--- src/rtl/zx8x_pkg.sv ---
// Shared types and constants for the ZX80/ZX81 video-buffer write path.
package zx8x_pkg;

    typedef enum logic [0:0] {
        IDLE  = 1'b0,
        CLEAR = 1'b1
    } state_t;

    localparam int          CHARSET_SIZE   = 512;
    localparam logic [12:0] DFILE_BUF_BASE = 13'h400;
    localparam logic [7:0]  HALT_CHAR      = 8'h76;
    localparam logic [7:0]  BLANK_GLYPH    = 8'h00;

    // One pending buffer write: 13-bit buffer address plus data byte.
    typedef struct packed {
        logic [12:0] addr;
        logic [7:0]  data;
    } wr_entry_t;

endpackage

--- src/rtl/zx8x_wr_fifo.sv ---
// Small synchronous FIFO for pending buffer writes.
// DEPTH must be a power of two and at least 2 so the pointers wrap naturally.
// A push into a full FIFO is taken when a pop happens in the same cycle: the
// head is read combinationally before the slot is overwritten at the edge.
module zx8x_wr_fifo
    import zx8x_pkg::*;
#(
    parameter int DEPTH = 4
) (
    input  logic                     clk50m,
    input  logic                     reset,
    input  logic                     push,
    input  wr_entry_t                push_data,
    input  logic                     pop,
    output wr_entry_t                pop_data,
    output logic                     full,
    output logic                     empty,
    output logic [$clog2(DEPTH):0]   level
);

    localparam int             AW       = $clog2(DEPTH);
    localparam logic [AW:0]    LVL_FULL = DEPTH[AW:0];

    wr_entry_t       mem [DEPTH];
    logic [AW-1:0]   wr_ptr;
    logic [AW-1:0]   rd_ptr;
    logic            do_push;
    logic            do_pop;

    // Qualify requests against the current occupancy.
    always_comb begin
        empty    = (level == '0);
        full     = (level == LVL_FULL);
        do_pop   = pop & ~empty;
        do_push  = push & (~full | do_pop);
        pop_data = mem[rd_ptr];
    end

    // Storage array; contents need no reset since level gates every read.
    always_ff @(posedge clk50m) begin
        if (do_push) begin
            mem[wr_ptr] <= push_data;
        end
    end

    // Pointers and occupancy; simultaneous push and pop leaves level unchanged.
    always_ff @(posedge clk50m) begin
        if (reset) begin
            wr_ptr <= '0;
            rd_ptr <= '0;
            level  <= '0;
        end else begin
            if (do_push) begin
                wr_ptr <= wr_ptr + AW'(1);
            end
            if (do_pop) begin
                rd_ptr <= rd_ptr + AW'(1);
            end
            case ({do_push, do_pop})
                2'b10:   level <= level + (AW+1)'(1);
                2'b01:   level <= level - (AW+1)'(1);
                default: level <= level;
            endcase
        end
    end

endmodule

--- src/rtl/zx8x_vram_writer.sv ---
// Write side of the ZX8x video buffer: snoops CPU writes into the charset and
// display-file windows, queues them, and replays them as single-cycle strobes
// on the buffer write port. After reset or on clear_req, sweeps the buffer to
// a blank charset and an all-HALT display file.
//
//   state | meaning
//   ------+-----------------------------------------------------------
//   IDLE  | drain queued CPU writes; start a pending sweep once drained
//   CLEAR | blanking sweep, one buffer write per cycle from cnt
module zx8x_vram_writer
    import zx8x_pkg::*;
#(
    parameter logic [15:0] CHARSET_BASE = 16'h2C00,
    parameter logic [15:0] DFILE_BASE   = 16'h2400,
    parameter int          DFILE_LEN    = 1024,
    parameter int          FIFO_DEPTH   = 4
) (
    input  logic         clk50m,
    input  logic         reset,
    input  logic [15:0]  cpu_addr,
    input  logic [7:0]   cpu_data,
    input  logic         cpu_wr,
    input  logic         clear_req,
    output logic [7:0]   buf_write,
    output logic [12:0]  buf_write_addr,
    output logic         buf_we,
    output logic         busy,
    output logic         overflow
);

    localparam int          LW         = $clog2(FIFO_DEPTH) + 1;
    localparam int          SWEEP_LEN  = CHARSET_SIZE + DFILE_LEN;
    localparam logic [10:0] SWEEP_LAST = 11'(SWEEP_LEN - 1);
    localparam logic [10:0] CS_CNT     = 11'(CHARSET_SIZE);
    localparam logic [16:0] CS_LO      = {1'b0, CHARSET_BASE};
    localparam logic [16:0] CS_HI      = CS_LO + 17'(CHARSET_SIZE);
    localparam logic [16:0] DF_LO      = {1'b0, DFILE_BASE};
    localparam logic [16:0] DF_HI      = DF_LO + 17'(DFILE_LEN);
    localparam logic [LW-1:0] LVL_ONE  = LW'(1);

    state_t          state;
    logic [10:0]     cnt;
    logic            clear_pend;
    logic            wr_prev;

    logic            cap;
    logic            in_cs;
    logic            in_df;
    logic            cap_hit;
    logic [16:0]     addr_ext;
    logic [12:0]     cs_off;
    logic [12:0]     df_off;
    wr_entry_t       cap_entry;

    logic            pop;
    logic            push_ok;
    logic            drop;
    logic            go_clear;
    logic            clear_pend_nxt;
    logic            fifo_busy_nxt;
    logic            busy_nxt;
    logic [12:0]     sweep_addr;
    logic [7:0]      sweep_data;

    wr_entry_t       fifo_head;
    logic            fifo_full;
    logic            fifo_empty;
    logic [LW-1:0]   fifo_level;

    // Previous cpu_wr for edge detection; tracks the bus during reset too so a
    // strobe held across reset is not captured a second time.
    always_ff @(posedge clk50m) begin
        wr_prev <= cpu_wr;
    end

    // Capture edge and window decode. The low 13 bits of a 16-bit difference
    // equal the difference of the low 13 bits, so only those are computed.
    always_comb begin
        cap      = cpu_wr & ~wr_prev;
        addr_ext = {1'b0, cpu_addr};
        in_cs    = (addr_ext >= CS_LO) && (addr_ext < CS_HI);
        in_df    = (addr_ext >= DF_LO) && (addr_ext < DF_HI);
        cs_off   = cpu_addr[12:0] - CHARSET_BASE[12:0];
        df_off   = cpu_addr[12:0] - DFILE_BASE[12:0];
        cap_hit  = cap & (in_cs | in_df);
        cap_entry.data = cpu_data;
        cap_entry.addr = in_cs ? cs_off : (DFILE_BUF_BASE + df_off);
    end

    // Queue control, sweep address generation and next-cycle busy.
    always_comb begin
        pop      = (state == IDLE) & ~fifo_empty;
        push_ok  = cap_hit & (~fifo_full | pop);
        drop     = cap_hit & ~push_ok;
        go_clear = (state == IDLE) & fifo_empty & clear_pend;

        // A request arriving while one is already pending merges into it.
        clear_pend_nxt = go_clear ? 1'b0 : (clear_pend | (clear_req & (state != CLEAR)));

        fifo_busy_nxt = push_ok
                      | (fifo_level > LVL_ONE)
                      | ((fifo_level == LVL_ONE) & ~pop);

        // Current CLEAR and an in-flight pop keep busy up through the cycle
        // that shows the final strobe.
        busy_nxt = (state == CLEAR) | pop | go_clear | clear_pend_nxt | fifo_busy_nxt;

        if (cnt < CS_CNT) begin
            sweep_addr = {2'b00, cnt};
            sweep_data = BLANK_GLYPH;
        end else begin
            sweep_addr = DFILE_BUF_BASE + {2'b00, cnt - CS_CNT};
            sweep_data = HALT_CHAR;
        end
    end

    zx8x_wr_fifo #(
        .DEPTH (FIFO_DEPTH)
    ) u_fifo (
        .clk50m    (clk50m),
        .reset     (reset),
        .push      (push_ok),
        .push_data (cap_entry),
        .pop       (pop),
        .pop_data  (fifo_head),
        .full      (fifo_full),
        .empty     (fifo_empty),
        .level     (fifo_level)
    );

    // Sequencer: replays queued writes in IDLE, runs the blanking sweep in CLEAR.
    always_ff @(posedge clk50m) begin
        if (reset) begin
            state          <= CLEAR;
            cnt            <= '0;
            clear_pend     <= 1'b0;
            overflow       <= 1'b0;
            buf_we         <= 1'b0;
            buf_write      <= '0;
            buf_write_addr <= '0;
            busy           <= 1'b1;
        end else begin
            buf_we <= 1'b0;
            case (state)
                IDLE: begin
                    if (pop) begin
                        buf_we         <= 1'b1;
                        buf_write      <= fifo_head.data;
                        buf_write_addr <= fifo_head.addr;
                    end else if (go_clear) begin
                        state <= CLEAR;
                        cnt   <= '0;
                    end
                end
                CLEAR: begin
                    buf_we         <= 1'b1;
                    buf_write      <= sweep_data;
                    buf_write_addr <= sweep_addr;
                    if (cnt == SWEEP_LAST) begin
                        state <= IDLE;
                        cnt   <= '0;
                    end else begin
                        cnt <= cnt + 11'd1;
                    end
                end
                default: begin
                    state <= IDLE;
                end
            endcase

            clear_pend <= clear_pend_nxt;

            // A drop in the same cycle as clear_req wins: it is a newer event.
            if (drop) begin
                overflow <= 1'b1;
            end else if (clear_req) begin
                overflow <= 1'b0;
            end

            busy <= busy_nxt;
        end
    end

endmodule
--- config.mk ---
export PLATFORM = sky130hd
export DESIGN_NAME = zx8x_vram_writer
export DESIGN_NICKNAME = d
export VERILOG_FILES = /design/src/rtl/zx8x_pkg.sv /design/src/rtl/zx8x_wr_fifo.sv /design/src/rtl/zx8x_vram_writer.sv
export SDC_FILE = /design/constraint.sdc
export NUM_CORES = 1
export LEC_CHECK = 0
export ABC_CLOCK_PERIOD_IN_PS = 3600
export CAP_MARGIN = 20
export CORE_MARGIN = 10
export CORE_UTILIZATION = 44
export CTS_BUF_LIST = sky130_fd_sc_hd__clkbuf_4 sky130_fd_sc_hd__clkbuf_8
export CTS_CLUSTER_SIZE = 24
export DETAILED_ROUTE_END_ITERATION = 7
export PLACE_DENSITY = 0.64
export REMOVE_ABC_BUFFERS = 1
export SYNTH_ARGS = -nofsm -noshare
export SYNTH_HDL_FRONTEND = slang
export SYNTH_HIERARCHICAL = 1
export SYNTH_SLANG_ARGS = --single-unit
--- constraint.sdc ---
create_clock -name clk50m -period 3.6 [get_ports clk50m]
set_input_delay 0.54 -clock clk50m [delete_from_list [all_inputs] [get_ports clk50m]]
set_output_delay 0.54 -clock clk50m [all_outputs]
set_load 0.02 [all_outputs]
Yosys cells after proc, flatten, opt, wreduce, memory -nomap -nowiden
Memory sizes are Yosys's and may differ from the RTL's. A register that Yosys moved wholly into a read port is not among the register bits.
Cells that the tools add are included.
{"block": "totals", "ff_bits": 45, "ramBits": 84, "mem_count": 1}
{"name": "u_fifo.mem", "words": 4, "width": 21, "rd": 1, "rd_clocked_by_memory_dff": 1, "wr": 1, "line": "zx8x_wr_fifo.sv:24", "source": "wr_entry_t mem [DEPTH];"}
{"block": "classes", "add_sub_neg": 10, "order_cmp": 6, "n_eq_ne": 8, "mux": 25, "bitwise": 27, "n_reduce_logical": 6}
{"cell": "$mux 13", "n": 3}
{"cell": "$mux 11", "n": 3}
{"cell": "$ge 16x14->1 const B", "n": 2}
{"cell": "$lt 16x14->1 const B", "n": 2}
{"cell": "$pmux 13 s2", "n": 1}
{"cell": "$pmux 11 s2", "n": 1}
{"cell": "$pmux 8 s2", "n": 1}
{"cell": "$add 11x13->13 const A", "n": 1}
{"cell": "$sub 13x11->13 const B", "n": 1}
{"cell": "$sub 13x12->13 const B", "n": 1}
{"cell": "$add 11x11->12 const A", "n": 1}
{"cell": "$add 11x1->11 const B", "n": 1}
{"cell": "$and 1x1->1", "n": 11}
{"cell": "$eq 11x11->1 const B", "n": 1}
{"cell": "$lt 11x10->1 const B", "n": 1}
{"cell": "$sub 11x10->11 const B", "n": 1}
{"cell": "$or 1x1->1", "n": 10}
{"cell": "$mux 1", "n": 9}
{"cell": "$mux 8", "n": 1}
{"cell": "$mux 7", "n": 1}
{"cell": "$not 1->1", "n": 6}
{"cell": "$pmux 3 s2", "n": 1}
{"cell": "$add 2x1->2 const B", "n": 2}
{"cell": "$mux 2", "n": 2}
{"cell": "14 further kinds", "n": 18}

Logic depth before layout (Yosys ltp)
{"block": "depth", "ltp_word": 8, "ltp_mapped": 14}

Modules after synthesis
The synthesis kept the hierarchy.
{"mod": "zx8x_wr_fifo", "instances": 1, "cells_each": 163, "area_per_inst_um2": 3538.4, "seq_area_each_um2": 2702.6}
{"mod": "zx8x_vram_writer", "instances": 1, "cells_each": 204, "area_per_inst_um2": 1824.2, "seq_area_each_um2": 760.7}

Worst setup path before layout
Ideal clock, no wire load.
{"block": "synth_path", "path_kind": "input to register", "from": "input cpu_addr[15]", "to": "register u_fifo.level[2]", "setup_ns": 0.070, "arrival_time_ns": 2.826, "required_ns": 3.530, "path_slack_ns": 0.704, "cell_stages": 11, "path_buffers": 0, "path_cell_list": "or4b_4 > o31a_1 > nor2_1 > a21boi_2 > inv_1 > ha_1 > inv_1 > fa_1 > xor2_1 > or3_2 > a21oi_1"}
{"block": "synth_via", "elab_chain_cells": 8, "word_cells_on_any_way": 14, "classes_between": "4 x order compare; 2 x eq/ne; 1 x mux; 4 x bitwise; 3 x reduce/logical"}
{"element": "start: declaration", "line": "zx8x_vram_writer.sv:20", "source": "input logic [15:0] cpu_addr,"}
{"element": "$ge 16x14->1 (tied with other cells)", "line": "zx8x_vram_writer.sv:81", "source": "in_cs = (addr_ext >= CS_LO) && (addr_ext < CS_HI);"}
{"element": "$logic_and 1x1->1 (on tied branches)", "line": "zx8x_vram_writer.sv:81, zx8x_vram_writer.sv:82"}
{"element": "$or 1x1->1 *", "line": "zx8x_vram_writer.sv:85", "source": "cap_hit = cap & (in_cs | in_df);"}
{"element": "$and 1x1->1 *", "line": "zx8x_vram_writer.sv:85"}
{"element": "$and 1x1->1 *", "line": "zx8x_vram_writer.sv:93", "source": "push_ok = cap_hit & (~fifo_full | pop);"}
{"element": "via push_ok", "line": "zx8x_vram_writer.sv:56", "source": "logic push_ok;"}
{"element": "$and 1x1->1 *", "line": "zx8x_wr_fifo.sv:35", "source": "do_push = push & (~full | do_pop);"}
{"element": "$eq 2x1->1 / $eq 2x2->1 (equally long branches)", "line": "zx8x_wr_fifo.sv:59", "source": "case ({do_push, do_pop})"}
{"element": "$pmux 3 s2 / $reduce_bool 2->1 (equally long branches)"}
{"element": "end signal: assignment", "line": "zx8x_wr_fifo.sv:60", "source": "2'b10: level <= level + (AW+1)'(1);"}
{"element": "end signal: assignment", "line": "zx8x_wr_fifo.sv:61", "source": "2'b01: level <= level - (AW+1)'(1);"}
{"element": "end signal: assignment", "line": "zx8x_wr_fifo.sv:62", "source": "default: level <= level;"}
{"element": "end: declaration", "line": "zx8x_wr_fifo.sv:18", "source": "output logic [$clog2(DEPTH):0] level"}
Mark *: on every way through the listed nets, which the timed path passes. The rest lies on a longest branch.
A chain may end at the register's enable or synchronous reset.

Worst setup path after layout
{"block": "layout_path", "from": "input cpu_addr[1]", "to": "register u_fifo.level[2]"}
Same word-level chain as after synthesis.

==> impl_metrics.ini <==
[worst_setup_path]
crit_required_ns = 3.95
worstSetupPathType = in -> reg
arrival_ns = 3.42
path_cells = clkdlybuf4s50_1 > nor4_1 > buf_4 > nand4_1 > o31a_1 > nor2_1 > a21boi_2 > inv_1 > ha_1 > inv_1 > fa_1 > xor2_1 > or3_2 > a21oi_1
crit_top_cell = inv_1
crit_path_end_kind = flip-flop
cp-start-kind = input pin
r2r_slack_ns = 0.80
cp_top_family = simple AND/OR/NAND/NOR gates
crit_path_top_delay_cell = clkdlybuf4s50_1
critPathMaxFanout = 5
worst-path-buf-inv = 4
slowest_delay_ns = 0.49

[placed_design]
place_congestion = 0.781
dp_cells = 567
port_buffers = 51
dpl-instance-area_um2 = 6160
dp_hpwl_mm = 7.31

[yosys]
ys_seq_elements = 131
yosysUniqueCellTypes = 50
yosysTopAreaCell = edfxtp_1
mappedNetlistArea_um2 = 5360
syn_inst = 367
synthTopCellsByCount = edfxtp_1 (84), dfxtp_1 (47), nor2_1 (45)
yosys-top-cells-area = edfxtp_1 (47%), dfxtp_1 (18%), mux4_2 (7.1%)
synth_top_area_frac = 0.470
avgSynthCellArea_um2 = 14.6
synth-main-ff-cell = edfxtp_1
synth_edf_count = 84
yosysMostFrequentCell = edfxtp_1
async_flop_share = 0
ys_seq_area_frac = 0.646
yosysWarnings = 6

[power_and_ir_drop]
leakage_nw = 2.35
p_int_mw = 2.35
p_sw_frac = 0.203
ir_drop_mv = 0.301
p_seq_frac = 0.548
clkPwrFrac = 0.414
p_per_area_nw_per_um2 = 450
p_switching_mw = 0.600
combPwrFrac = 0.038

[grt]
grtUsageTotal = 0.135
grt_pass1_wl_mm = 17.2
grt_pass1_vias = 3337
antenna_found_initial = 0
overflow = 0
grt_max_degree = 28

[layout]
final_layout_size_suffix_gt1_frac = 0.170
n_antenna_cell = 0
utilization = 0.548
area_growth_syn_to_layout_pct = 22.2
fin_area_um2 = 6550
layout.cells.non_filler = 599
fin_nets = 480

[die]
rows = 40
die_w_um = 130
core-area_um2 = 12000
boundaryPins = 52
dieArea_um2 = 17000
floorplan.initialDensity = 0.448
die_y_um = 130

[timing]
setup_viol = 0
hold_viol_final = 0
fmaxAchievable_ghz = 0.325
period_needed_ns = 3.07
finalMaxSlewViolations = 0
min_period_over_period = 0.853
tns_ns = 0
tightest_slew_ns = 0.929
fin_skew_ns = 0.00840
grt_setup_unrepaired = false
slew_headroom = 0.380

[route]
wl_per_cell_um = 18.0
antenna_left = 0
routed_wl_mm = 10.8
vias_per_cell = 5.30
drtPass1Iterations = 4
drc = 0
initialDrtViolationCount = 220
routed-via-count = 3172

[worst_hold_path]
hold_path_class = reg -> reg

[clocking]
ctsHoldBuffers = 0
clk_pin_slew_worst_paths_ns = 0.07
post_cts_buffers = 0
cts_resized = 0
clkLatencyLatePin_ns = 0.44
clockRootBuffer = clkbuf_8
numCtsBuffers = 17
cts.htree.levels = 4
cts_tree = yes
clock_sinks = 131
clock_path_buffers = 2

[job]
cap_violations = 0

[status]
status = finished, final reports clean
-- worst min-delay path, cell delays in order, from the launching register on --
cell and delay (ns):
dfxtp_1 0.32, nand2_1 0.06, o21ai_1 0.05
-- flip-flops by register name, summed over array words and instances (netlist names), 2 cells and up, named ones only --
name,flops
buf_write,8
buf_write_addr,13
u_fifo/level,3
u_fifo/wr_ptr,2
u_fifo/rd_ptr,2
u_fifo/mem,84
cnt,11
-- final cells by class --
class                   instances  area [um^2]
fillers                       982         5410
clock inverters                13          141
well taps                     147          184
flip-flops and latches        131         3460
multi-input cells             207         1770
clock buffers                  19          249
inverters                      13         48.8
repair buffers                 69          696
-- layout by cell type, fill, tap and decap left out, types with 5 or more instances in the layout --
cell / netlist / layout
inv_1: 12 / 12
mux2i_1: 22 / 22
clkdlybuf4s50_1: 0 / 51
nand2_1: 8 / 8
clkbuf_8: 0 / 17
edfxtp_1: 84 / 84
a21oi_1: 20 / 20
dfxtp_1: 47 / 47
a21boi_1: 5 / 5
ha_1: 12 / 12
nor2_1: 45 / 45
xor2_1: 6 / 6
mux4_2: 17 / 17
buf_4: 1 / 14
nor3_1: 6 / 5
nand3_1: 5 / 5
-- cell families after synthesis --
group	share of synthesized area
flops	0.646
simple gates	0.0915
mux	0.138
compound gates	0.0520
buf+inv	0.0250
fa+ha+maj	0.0317
xor+xnor	0.0163
-- power by group through the flow --
| stage | Combinational [mW] | Sequential (mW) | Clock (mW) |
|---|---|---|---|
| global route | 0.121 | 1.62 | 1.31 |
| global placement | 0.108 | 1.65 | 0 |
| finish | 0.111 | 1.62 | 1.22 |
| detailed placement | 0.112 | 1.65 | 0 |
| CTS | 0.112 | 1.62 | 1.24 |
| floorplan | 0.0321 | 1.66 | 0 |
-- path summary, 6_finish.rpt --
kind,end,startpoint,cells after the start
worst max-delay path,u_fifo/level[2],cpu_addr[1],14
worst min-delay path,overflow,overflow,2
worst max register to register,u_fifo/level[2],u_fifo/level[2],13
worst min register to register,overflow,overflow,2
-- metrics by stage --
step / total power, mW / setup WS [ns] / hold slack, ns
3_5_place_dp: 1.76 / 0.113 / 0.465
5_1_grt: 3.05 / 0.303 / 0.505
6_report: 2.95 / 0.528 / 0.469
4_1_cts: 2.97 / 0.561 / 0.475
3_3_place_gp: 1.76 / 0.170 / 0.460
2_1_floorplan: 1.69 / -1.32 / 0.452
-- per-layer routing --
metal	GRT usage	vias to the layer above	routed length [um]
met5	0	-	0
met4	0.0530	0	154
met3	0.0488	13	611
met2	0.220	79	5290
met1	0.159	1567	4750
li1	-	1513	-
Power figures use the tool's default switching activity.
